--- src/rtl/debug_responder.sv ---
// Debug register responder with run/halt/single-step control.
// Answers strobed debugger accesses and drives the core stall request.
module debug_responder #(
    parameter int unsigned ACK_LATENCY = 1,
    parameter logic [31:0] RESET_PC    = 32'h0
) (
    input  logic        clock,
    input  logic        reset_n,
    input  logic        stb,
    input  logic        we,
    input  logic [31:0] adr,
    input  logic [31:0] datI,
    output logic [31:0] datO,
    output logic        ack,
    input  logic        stall,
    input  logic        ewt,
    input  logic [31:0] cpuPc,
    input  logic        cpuRetire,
    output logic        cpuStallReq,
    output logic        bp
);

    localparam logic [1:0] RUN    = 2'd0;
    localparam logic [1:0] HALTED = 2'd1;
    localparam logic [1:0] STEP   = 2'd2;

    localparam logic [3:0] LAT = 4'(ACK_LATENCY);

    logic [1:0]  state;
    logic [3:0]  waitCnt;
    logic        haltReq;
    logic        bpEnable;
    logic        bpHit;
    logic        stepDone;
    logic [31:0] bpAddr;
    logic [31:0] pcCap;
    logic [31:0] retCnt;
    logic [31:0] scratch;

    logic        commit;
    logic        mapped;
    logic [2:0]  slot;
    logic        wr;
    logic        wrCtrl;
    logic        wrStatus;
    logic        wrBp;
    logic        wrCnt;
    logic        wrScr;
    logic        stepReq;
    logic        bpMatch;
    logic        hwHalt;
    logic        runHalt;
    logic        stepEnd;
    logic [31:0] rdData;

    // waitCnt counts sampled strobe edges; the edge after LAT of them commits
    assign commit   = stb && (waitCnt == LAT);
    assign mapped   = (adr[31:5] == 27'd0);
    assign slot     = adr[4:2];
    assign wr       = commit && we && mapped;
    assign wrCtrl   = wr && (slot == 3'd0);
    assign wrStatus = wr && (slot == 3'd1);
    assign wrBp     = wr && (slot == 3'd2);
    assign wrCnt    = wr && (slot == 3'd4);
    assign wrScr    = wr && (slot == 3'd5);
    assign stepReq  = wrCtrl && datI[2] && datI[0];

    assign bpMatch  = bpEnable && cpuRetire && (cpuPc == bpAddr);
    assign hwHalt   = (state == RUN) && (ewt || bpMatch);
    assign runHalt  = (state == RUN) && (haltReq || ewt || bpMatch);
    assign stepEnd  = (state == STEP) && cpuRetire;

    assign cpuStallReq = stall || (state == HALTED);

    always_comb begin
        rdData = '0;
        if (mapped) begin
            case (slot)
                3'd0:    rdData = {30'd0, bpEnable, haltReq};
                3'd1:    rdData = {29'd0, stepDone, bpHit, state == HALTED};
                3'd2:    rdData = bpAddr;
                3'd3:    rdData = pcCap;
                3'd4:    rdData = retCnt;
                3'd5:    rdData = scratch;
                default: rdData = '0;
            endcase
        end
    end

    always_ff @(posedge clock or negedge reset_n) begin
        if (!reset_n) begin
            waitCnt <= '0;
            ack     <= 1'b0;
            datO    <= '0;
        end else begin
            ack  <= commit;
            datO <= commit ? rdData : '0;
            if (!stb || commit) begin
                waitCnt <= '0;
            end else begin
                waitCnt <= waitCnt + 4'd1;
            end
        end
    end

    // hardware sets are written last so they win over software clears
    always_ff @(posedge clock or negedge reset_n) begin
        if (!reset_n) begin
            haltReq  <= 1'b0;
            bpEnable <= 1'b0;
            bpHit    <= 1'b0;
            stepDone <= 1'b0;
        end else begin
            if (wrCtrl) begin
                haltReq  <= datI[0];
                bpEnable <= datI[1];
            end
            if (wrStatus && datI[1]) bpHit <= 1'b0;
            if (wrStatus && datI[2]) stepDone <= 1'b0;
            if (hwHalt) begin
                haltReq <= 1'b1;
                bpHit   <= 1'b1;
            end
            if (stepEnd) stepDone <= 1'b1;
        end
    end

    always_ff @(posedge clock or negedge reset_n) begin
        if (!reset_n) begin
            bpAddr  <= '0;
            scratch <= '0;
            retCnt  <= '0;
            pcCap   <= RESET_PC;
        end else begin
            if (wrBp) bpAddr <= datI;
            if (wrScr) scratch <= datI;
            if (wrCnt) begin
                retCnt <= '0;
            end else if (cpuRetire) begin
                retCnt <= retCnt + 32'd1;
            end
            if (runHalt || stepEnd) pcCap <= cpuPc;
        end
    end

    always_ff @(posedge clock or negedge reset_n) begin
        if (!reset_n) begin
            state <= RUN;
            bp    <= 1'b0;
        end else begin
            bp <= hwHalt;
            case (state)
                RUN: begin
                    if (runHalt) state <= HALTED;
                end
                HALTED: begin
                    if (!haltReq) begin
                        state <= RUN;
                    end else if (stepReq) begin
                        state <= STEP;
                    end
                end
                STEP: begin
                    if (cpuRetire) state <= HALTED;
                end
                default: state <= RUN;
            endcase
        end
    end

endmodule

--- config.mk ---
export PLATFORM = sky130hd
export DESIGN_NAME = debug_responder
export DESIGN_NICKNAME = d
export VERILOG_FILES = /design/src/rtl/debug_responder.sv
export SDC_FILE = /design/constraint.sdc
export NUM_CORES = 1
export LEC_CHECK = 0
export ABC_AREA = 0
export BUFFER_PORTS_ARGS = -buffer_cell sky130_fd_sc_hd__buf_2
export CAP_MARGIN = 25
export CORE_MARGIN = 4
export CORE_UTILIZATION = 40
export DETAILED_ROUTE_END_ITERATION = 6
export GPL_TIMING_DRIVEN = 0
export PLACE_DENSITY = 0.67
export SLEW_MARGIN = 20
export SYNTH_ARGS = -nofsm -noshare
export SYNTH_HDL_FRONTEND = slang
export SYNTH_SLANG_ARGS = --single-unit
--- constraint.sdc ---
create_clock -name clock -period 2.55 [get_ports clock]
set_clock_uncertainty 0.15 [all_clocks]
set_input_delay 0.1275 -clock clock [delete_from_list [all_inputs] [get_ports clock]]
set_output_delay 0.1275 -clock clock [all_outputs]
set_load 0.01 [all_outputs]
### After elaboration in Yosys (flattened, before gate mapping)

Cells that the tools add are included.

* output and inout port bits: 35
* memories: 0
* ROM bits: 0
* bits in latches: 0
* RAM bits: 0
* register bits: 172
* input bits: 103

* $mul: 0
* reductions and logical operators: 32
* add/sub/neg operators: 2
* divide/modulo/power cells: 0
* equality and inequality tests: 12
* shift operators: 0
* bitwise gates (word level): 0
* magnitude comparators: 0
* mux-type cells: 17

Operator list (number)
* $pmux W32 S6: 1
* $mux W32: 4
* $add A32 B1 Y32 const B: 1
* $eq A32 B32 Y1: 1
* $logic_not A27 Y1: 1
* $logic_and A1 B1 Y1: 17
* $mux W2: 4
* $reduce_bool A2 Y1: 4
* $eq A3 B2 Y1 const B: 2
* $eq A3 B3 Y1 const B: 2
* $logic_or A1 B1 Y1: 6
* $mux W1: 6
* $pmux W2 S3: 1
* $add A4 B1 Y4 const B: 1
* $eq A4 B1 Y1 const B: 1
* $mux W4: 1
* $ne A2 B2 Y1 const B: 2
* $eq A3 B1 Y1 const B: 1
* $logic_not A3 Y1: 1
* $ne A3 B3 Y1 const B: 1
* $reduce_and A3 Y1: 1
* $eq A2 B1 Y1 const B: 1
* $eq A2 B2 Y1 const B: 1
* $logic_not A2 Y1: 1
* $logic_not A1 Y1: 1

### Logic depth before layout (Yosys ltp)

* depth in word-level cells: 10
* gate-level depth with buffers: 9
* mapped depth without buffers: 8

### Worst setup path before layout

No wires, ideal clock.

* path type: flip-flop to flip-flop
* start: register waitCnt[1]
* end: register bpAddr[10]
* period minus slack after synthesis: 2.109 ns
* stages on the path, launching flop included: 10
* library setup time: 0.125 ns
* arrival time: 1.834 ns
* slack: 0.441 ns
* path through: dfrtp_1 -> inv_1 -> ha_1 -> and4bb_2 -> nand2_1 -> nor3_2 -> and2_1 -> clkbuf_2 -> buf_4 -> mux2_2

* cells in the longest elaborated chain, start to end: 5

Ends and longest elaborated chain
* start, declared: line 30 `logic [3:0] waitCnt;`
* start signal, assigned: line 101 `waitCnt <= waitCnt + 4'd1;`
* $eq A4 B1 Y1: line 57 `assign commit = stb && (waitCnt == LAT);`
* $logic_and A1 B1 Y1: line 57
* named net commit: line 40 `logic commit;`
* $logic_and A1 B1 Y1 (2 in a row): line 60 `assign wr = commit && we && mapped;`
* $logic_and A1 B1 Y1: line 63 `assign wrBp = wr && (slot == 3'd2);`
* end signal, assigned: line 135 `if (wrBp) bpAddr <= datI;`
* end, declared: line 35 `logic [31:0] bpAddr;`

The timed path passes the listed nets, and every way through them passes these cells.
A chain may end at the register's enable or synchronous reset.

### Worst setup path after layout

* start: register waitCnt[1]
* end: register bpAddr[5]

Same word-level chain as after synthesis.

==> results.cfg <==
[outcome]
status = finished clean

[logic_synthesis]
synth_compound_area_frac = 0.102
yosys.area_share.simple = 0.106
synthCells = 651
ys_warn_count = 0
synth_adder_area_share = 0.00481
ys_ff_latch = 172
syn_area_per_cell_um2 = 12.0
async_flop_share = 1.00
synth_cell_types = 45
yosys.area_share.xor_xnor = 0.0640
synth_edf_count = 0
synth_nets = 757
syn_area_um2 = 7800
seq_area_frac_synth = 0.551
synth_top_family_by_area = multiplexers
synth_ff_type = dfrtp_1
synthMuxAreaShare = 0.144

[floorplan]
io_pins = 138
start_util = 0.412
die_w_um = 148
core_area_um2 = 19000
die-area_um2 = 21800
die_h_um = 148
rows = 50

[worst_setup_path]
rr_startpoint = waitCnt[1]
end_kind = flip-flop
critical_path.startpoint_type = flip-flop
crit_type = flip-flop to flip-flop
critPathLaunch = waitCnt[1]
critPathMaxFanout = 10
critPathRequiredTime_ns = 2.72
worst_ep_arrival_time_ns = 2.61

[clocking]
cts.clk_slew.worst_paths_ns = 0.07
cts-root-buf = clkbuf_16
cts_buffer_depth = 2
insertion_delay_ns = 0.44
numCtsBuffers = 17
cts_max_level = 4
cts_tree = yes
clock-sinks = 172

[cells_and_area]
postLayoutCellArea_um2 = 10200
synthToLayoutAreaGrowth_pct = 30.7
fill_cells = 1644
fin_util = 0.538
finalNetCount = 979
drive_above_1_share = 0.326
num_antenna_cells = 0
instances_no_fill = 1146

[placement]
io_buffers = 131
place_inst = 1044
hpwl_um = 15200
place_area_um2 = 8850
gp_congestion = 0.855

[routing]
wire_per_inst_um = 18.9
drc = 0
dr.pass1.iters = 6
drt_wl_total_um = 21600
drtIter0Drc = 487
via_per_inst = 5.36
antenna_left = 0
vias = 6138

[sta]
hold_violations = 0
setup_viol = 0
rsz0062_at_grt = true
final_max_slew_viol_count = 0
fmax_ghz = 0.409
worst_pin_slew_ns = 0.825
fin_crit_ns = 2.44
max-slew-margin-rel = 0.450
whs_ns = 0.0363
finalCritPeriodShare = 0.958

[run]
cap_violations = 0

[power]
power.leakage_uw = 0.00472
p_total_uw = 6850
vdd_drop_max_mv = 0.430
power_density_nw_per_um2 = 671

[global_route]
grt.overflow.total = 0
grt_max_degree = 69
antenna_found_initial = 0
grt_pass1_vias = 6105
grt_pass1_wl_um = 34000
gr-usage-all-layers = 0.202

[worst_hold_path]
holdCritPathClass = input pin to asynchronous set/reset pin
repair_timing:
action	CTS	global route
gates resized for setup	4	3
setup endpoints to repair	35	93
pin swaps	0	1
buffers inserted	0	1
hold buffers	69	0
hold endpoints to repair	284	0
critical path, stage by stage, from the launching register on:
cell and delay, ns:
dfrtp_1 0.39, inv_1 0.06, ha_1 0.15, and4bb_2 0.27, nand2_1 0.11, nor3_4 0.23
and2_1 0.17, clkbuf_2 0.19, buf_4 0.25, mux2_2 0.36
layout make-up:
type	count	area, um^2	area share
sequential	172	4300	0.422
multi-input combinational	431	3330	0.326
timing repair buffer	203	1420	0.139
clock buffer	17	425	0.0417
tap	260	325	0.0319
clock inverter	15	181	0.0178
buffer	36	171	0.0168
inverter	12	45.0	0.00442
synth_stat cells (3+ instances only):
library cell,n,area (um^2)
o21ai_0,10,50.1
nand3_1,13,65.1
nor3b_1,3,22.5
nor3_1,8,40.0
nor2_1,38,143
and2_1,5,31.3
buf_2,6,30.0
mux2i_1,3,30.0
a22oi_1,63,473
nand4_1,11,68.8
inv_1,12,45.0
mux2_2,95,1070
nand2_1,23,86.3
nand2b_1,3,18.8
or3_1,7,43.8
ha_1,3,37.5
a21oi_1,38,190
nor2b_1,3,18.8
nor4_1,19,119
a31oi_1,4,25.0
xor2_1,32,280
xnor2_1,25,219
clkbuf_1,21,78.8
dfrtp_1,172,4300
buf_4,7,52.6
worst paths after layout:
path / depth (start not counted) / slack [ns] / endpoint
setup / recovery: 9 / 0.11 / bpAddr[5]
hold / removal: 2 / 0.04 / datO[25]
setup reg to reg: 9 / 0.11 / bpAddr[5]
hold reg to reg: 1 / 0.34 / waitCnt[0]
max in group asynchronous: 3 / 1.55 / retCnt[7]
min in group clock: 3 / 0.09 / datO[2]
per-layer routing:
metal	vias up	part of all wire	routed length (um)	GRT usage
met3	35	0.067	1460	0.0441
met2	240	0.45	9850	0.313
met1	3057	0.45	9840	0.283
li1	2806	-	-	-
met4	0	0.023	506	0.0713
met5	-	0	0	0
kinds of logic after synthesis:
logic type / after synthesis
DFF: 172
and+or+nand+nor: 149
AOI/OAI and AO/OA: 122
muxes: 100
xor gates and xnor gates: 57
buffers and inverters: 48
adders and majority gates: 3
registers in the layout (all words and copies together), names as in the netlist:
name / count
bpEnable: 1
scratch: 32
retCnt: 32
ack: 1
bpAddr: 32
stepDone: 1
bp: 1
waitCnt: 4
datO: 32
bpHit: 1
haltReq: 1
state: 2
pcCap: 32
cell usage in the layout, fill, tap and decap left out, types with 5 or more instances in the layout:
cell type and instances:
clkbuf_1 21, dfrtp_1 172, inv_6 5, nand4_1 11
or3_1 7, nand3_1 13, nor3_1 7, buf_2 136
dlygate4sd3_1 69, clkbuf_16 17, nor2_1 37, o21ai_0 10
xor2_1 32, a21oi_1 38, mux2_2 95, a22oi_1 63
xnor2_1 25, buf_4 8, nor4_1 18, and2_1 5
inv_1 12, nand2_1 23
through the flow:
stage / TNS, ns / setup WS (ns)
global placement: -273.86 / -1.57
finish: 0 / 0.107
CTS: 0 / 0.0555
detailed placement: -8.17 / -0.272
global route: -0.00452 / -0.00232
floorplan: 0 / 0.441
power breakdown:
part / total, uW / leakage [uW] / internal (uW) / switching [uW]
sequential: 3300 / 0.00229 / 3060 / 237
combinational: 892 / 0.00213 / 481 / 411
clock: 2660 / 0.000296 / 1480 / 1180
total: 6850 / 0.00472 / 5020 / 1830
Power figures use the tool's default switching activity.
